==> src/rtl/apb_share_arbiter.sv <==
// Two-requester APB master: round-robin grant, SETUP/ACCESS sequencing and an
// ACCESS-phase timeout that aborts transfers the completer never finishes.
module apb_share_arbiter #(
    parameter int unsigned APB_AW         = 10,
    parameter int unsigned APB_DW         = 32,
    parameter int unsigned TIMEOUT_CYCLES = 256
) (
    input  logic              clk_in,
    input  logic              reset_int,
    input  logic              m0_req,
    input  logic [APB_AW-1:0] m0_addr,
    input  logic              m0_write,
    input  logic [APB_DW-1:0] m0_wdata,
    output logic              m0_done,
    output logic [APB_DW-1:0] m0_rdata,
    output logic              m0_err,
    input  logic              m1_req,
    input  logic [APB_AW-1:0] m1_addr,
    input  logic              m1_write,
    input  logic [APB_DW-1:0] m1_wdata,
    output logic              m1_done,
    output logic [APB_DW-1:0] m1_rdata,
    output logic              m1_err,
    output logic [APB_AW-1:0] PADDR,
    output logic              PSEL,
    output logic              PENABLE,
    output logic              PWRITE,
    output logic [APB_DW-1:0] PWDATA,
    input  logic [APB_DW-1:0] PRDATA,
    input  logic              PREADY,
    input  logic              PSLVERR,
    output logic              busy,
    output logic              timeout_evt
);

    localparam int unsigned CW   = (TIMEOUT_CYCLES > 1) ? $clog2(TIMEOUT_CYCLES) : 1;
    localparam int unsigned TLIM = (TIMEOUT_CYCLES == 0) ? 0 : TIMEOUT_CYCLES - 1;

    typedef enum logic [1:0] {IDLE, SETUP, ACCESS, DONE} state_t;

    state_t        state;
    logic          owner;
    logic          last_grant;
    logic          pick1;
    logic [CW-1:0] cnt;

    // m1 wins when it is the only requester, or on contention when m0 went last
    always_comb begin
        pick1 = m1_req && (!m0_req || !last_grant);
    end

    always_ff @(posedge clk_in or negedge reset_int) begin
        if (!reset_int) begin
            state       <= IDLE;
            owner       <= 1'b0;
            last_grant  <= 1'b1;
            cnt         <= '0;
            PADDR       <= '0;
            PSEL        <= 1'b0;
            PENABLE     <= 1'b0;
            PWRITE      <= 1'b0;
            PWDATA      <= '0;
            m0_done     <= 1'b0;
            m0_rdata    <= '0;
            m0_err      <= 1'b0;
            m1_done     <= 1'b0;
            m1_rdata    <= '0;
            m1_err      <= 1'b0;
            busy        <= 1'b0;
            timeout_evt <= 1'b0;
        end else begin
            m0_done     <= 1'b0;
            m0_err      <= 1'b0;
            m1_done     <= 1'b0;
            m1_err      <= 1'b0;
            timeout_evt <= 1'b0;
            case (state)
                IDLE: begin
                    if (m0_req || m1_req) begin
                        owner      <= pick1;
                        last_grant <= pick1;
                        PADDR      <= pick1 ? m1_addr  : m0_addr;
                        PWRITE     <= pick1 ? m1_write : m0_write;
                        PWDATA     <= pick1 ? m1_wdata : m0_wdata;
                        PSEL       <= 1'b1;
                        busy       <= 1'b1;
                        state      <= SETUP;
                    end
                end
                SETUP: begin
                    PENABLE <= 1'b1;
                    cnt     <= '0;
                    state   <= ACCESS;
                end
                ACCESS: begin
                    if (PREADY) begin
                        PSEL    <= 1'b0;
                        PENABLE <= 1'b0;
                        state   <= DONE;
                        if (owner) begin
                            m1_done  <= 1'b1;
                            m1_rdata <= PRDATA;
                            m1_err   <= PSLVERR;
                        end else begin
                            m0_done  <= 1'b1;
                            m0_rdata <= PRDATA;
                            m0_err   <= PSLVERR;
                        end
                    end else if (TIMEOUT_CYCLES != 0 && cnt == CW'(TLIM)) begin
                        PSEL        <= 1'b0;
                        PENABLE     <= 1'b0;
                        timeout_evt <= 1'b1;
                        state       <= DONE;
                        if (owner) begin
                            m1_done  <= 1'b1;
                            m1_rdata <= '0;
                            m1_err   <= 1'b1;
                        end else begin
                            m0_done  <= 1'b1;
                            m0_rdata <= '0;
                            m0_err   <= 1'b1;
                        end
                    end else begin
                        cnt <= cnt + CW'(1);
                    end
                end
                DONE: begin
                    busy  <= 1'b0;
                    state <= IDLE;
                end
                default: state <= IDLE;
            endcase
        end
    end

endmodule

==> config.mk <==
export PLATFORM = sky130hd
export DESIGN_NAME = apb_share_arbiter
export DESIGN_NICKNAME = d
export VERILOG_FILES = /design/src/rtl/apb_share_arbiter.sv
export SDC_FILE = /design/constraint.sdc
export NUM_CORES = 1
export LEC_CHECK = 0
export CORE_ASPECT_RATIO = 0.75
export CORE_MARGIN = 4
export CORE_UTILIZATION = 35
export DETAILED_ROUTE_END_ITERATION = 8
export PLACE_DENSITY = 0.69
export SLEW_MARGIN = 20
export SYNTH_ARGS = -nofsm -noshare
export SYNTH_HDL_FRONTEND = slang
export SYNTH_SLANG_ARGS = --single-unit
==> constraint.sdc <==
create_clock -name clk_in -period 2.3 [get_ports clk_in]
set_input_delay 0.46 -clock clk_in [delete_from_list [all_inputs] [get_ports clk_in]]
set_output_delay 0.46 -clock clk_in [all_outputs]
set_load 0.005 [all_outputs]
==> flow_summary.yaml <==
run_status:
  outcome: "finished, final reports clean"
power_and_ir_drop:
  leakage_uw: 0.00366
  max-vdd-ir-drop_uv: 635
  p_per_area_nw_per_um2: 1290
logic_synthesis:
  yosysTopAreaCellShare_pct: 58.7
  async_flop_share_pct: 100
  synthFlopType: "dfrtp_1"
  synth.area.top_cells: "dfrtp_1 59%, a32o_1 12%, mux2i_1 8.2%, o21ai_0 4.7%, nand2_1 3.6%"
  syn_nets: 568
  netlist_area_um2: 5370
  synth_cells: 439
  synth_edf_count: 0
  synth_warnings: 0
  synth_top_area_cell: "dfrtp_1"
  synth_seq_cells: 127
  ys_seq_area_share_pct: 59.2
  ys_types: 41
  synth.avg_cell_area_um2: 12.2
sta:
  period_needed_ps: 1890
  maxSlewHeadroom_pct: 62.5
  fmax_mhz: 529
  finalHoldViolCount: 0
  worst_pin_slew_ps: 562
  finalClockSkew_ps: 4.74
  setup_viol: 0
  slew_viol_final: 0
  rsz0062_at_grt: "no"
  finalCritPeriodShare_pct: 82.1
  setup_tns_ps: 0
floorplan:
  initial_utilization_pct: 36.5
  ios: 239
  die-area_um2: 17400
  die_x_um: 151
  rows: 38
  die_h_um: 115
  core_area_um2: 14700
global_route:
  antenna_found_initial: 0
  use_met2_pct: 32.3
  grt_pass1_wl_um: 26000
  busiest_layer: "met2"
  grt_pass1_vias: 4717
  track_usage_pct: 19.5
  grt_start_max_net_pins: 87
  grtUsageMet1_pct: 23.9
  grt_use_met3_pct: 6.66
  gr-total-overflow: 0
placement:
  dp_hpwl_um: 11700
  port_buffers: 238
  dpl_cell_area_um2: 7950
  place.gp.congestion: 0.794
routing:
  firstDrtPassIters: 4
  final_antenna_net_count: 0
  vias_per_cell: 5.14
  vias: 4521
  drc: 0
  wl_per_cell_um: 18.9
  drt-total-wl_um: 16700
  dr.first_iter.drc_count: 227
cells_and_area:
  seq_area_um2: 3180
  antenna_cells: 0
  multi_input_area_um2: 1970
  drive_gt1_share_pct: 7.94
  fin_area_um2: 8580
  final_core_util_pct: 58.2
  synthToLayoutAreaGrowth_pct: 59.7
  fill_cells: 1229
  final_nets: 796
critical_path:
  crit_fanout: 33
  worst-setup-path-type: "reg -> reg"
  endpoint_kind: "flip-flop"
  cp.required_ps: 2600
  critPathLaunchType: "flip-flop"
  arrival_ps: 2190
clock_network:
  cts_made_buffers: 17
  root_buffer: "clkbuf_16"
  cts_setup_buffers: 0
  clk_pin_slew_ps: 60
  cts_num_sinks: 127
  hold_buffers: 0
  cts_repair_resize_count: 0
  cts_tree: "built"
  clk_latency_ps: 410
  clock_path_buffers: 2
  htreeDepth: 4
hold_path:
  holdCritPathClass: "in -> async"
run:
  max-cap-violations: 0
-- synthesized netlist by cell type, types with 2 or more instances --
| library cell | instances |
|---|---|
| a22o_1 | 2 |
| nand4_1 | 3 |
| ha_1 | 5 |
| a31oi_1 | 2 |
| clkbuf_1 | 24 |
| buf_4 | 3 |
| nand3_1 | 3 |
| nor4_1 | 2 |
| a21oi_1 | 8 |
| nand2_4 | 2 |
| mux2i_1 | 44 |
| o21ai_0 | 50 |
| buf_6 | 6 |
| a211o_1 | 2 |
| inv_1 | 7 |
| a32o_1 | 64 |
| nor2_1 | 3 |
| buf_2 | 8 |
| nor2b_1 | 4 |
| dfrtp_1 | 126 |
| nand2_1 | 51 |
-- critical path, stage by stage, from the launching register on --
cell and delay, ps:
dfrtp_1 450, and4_1 390, a41o_4 330, nand2_4 250, a32o_1 320
-- layer usage --
layer	routed length, um	share of wire, %
met4	279	1.7
met5	0	0
met1	7080	42
met2	8200	49
met3	1100	6.6
-- through the flow --
stage | hold slack [ps] | setup WS, ps | instances | power (uW)
after floorplan | 164 | 577 | 439 | 5520
after global placement | 461 | 247 | 848 | 8120
after detailed placement | 469 | 185 | 848 | 8250
after CTS | 41.6 | 418 | 880 | 11200
after global routing | 59.9 | 311 | 880 | 11700
final | 38.7 | 411 | 880 | 11000
-- worst paths after layout --
| path | startpoint | end | slack [ps] | cells past startpoint |
|---|---|---|---|---|
| setup reg to reg | cnt[4] | m0_rdata[9] | 410 | 4 |
| hold reg to reg | PWDATA[16] | PWDATA[16] | 480 | 2 |
| hold / removal | reset_int | PWDATA[22] | 40 | 1 |
| max in group asynchronous | reset_int | PWDATA[0] | 1570 | 2 |
| min in group clk_in | PWDATA[16] | PWDATA[16] | 480 | 2 |
| setup / recovery | cnt[4] | m0_rdata[9] | 410 | 4 |
-- registers in the layout, summed over array words and instances (netlist names), 2 cells and up --
signal and cells:
state 2, PADDR 10, m1_rdata 32, cnt 8, m0_rdata 32, PWDATA 32
-- cells by family after synthesis --
| kind of cell | share of synthesized area (%) |
|---|---|
| compound gates | 20.3 |
| buf+inv | 4.66 |
| fa+ha+maj | 1.16 |
| flops | 59.2 |
| simple gates | 6.38 |
| xor+xnor | 0.163 |
| mux | 8.20 |
-- cell usage in the layout, fill, tap and decap left out, types with 5 or more instances in the layout --
cell type	n
a21oi_1	8
a32o_1	64
buf_4	9
clkbuf_16	17
clkdlybuf4s50_1	236
clkinv_2	5
dfrtp_1	126
ha_1	5
inv_1	7
mux2i_1	44
nand2_1	51
o21ai_0	50
-- power breakdown --
part / switching, uW / internal, uW
Clock: 982 / 1890
Combinational: 1790 / 2600
Sequential: 568 / 3210
Total: 3340 / 7700
-- area by class of cell --
class | instances | area share [%]
inverters | 8 | 0.350
repair buffers | 250 | 29.3
clock buffers | 21 | 5.48
multi-input cells | 263 | 23.0
well taps | 200 | 2.92
flip-flops and latches | 127 | 37.1
clock inverters | 11 | 1.88
No activity file was read; power rests on OpenSTA's default activity.
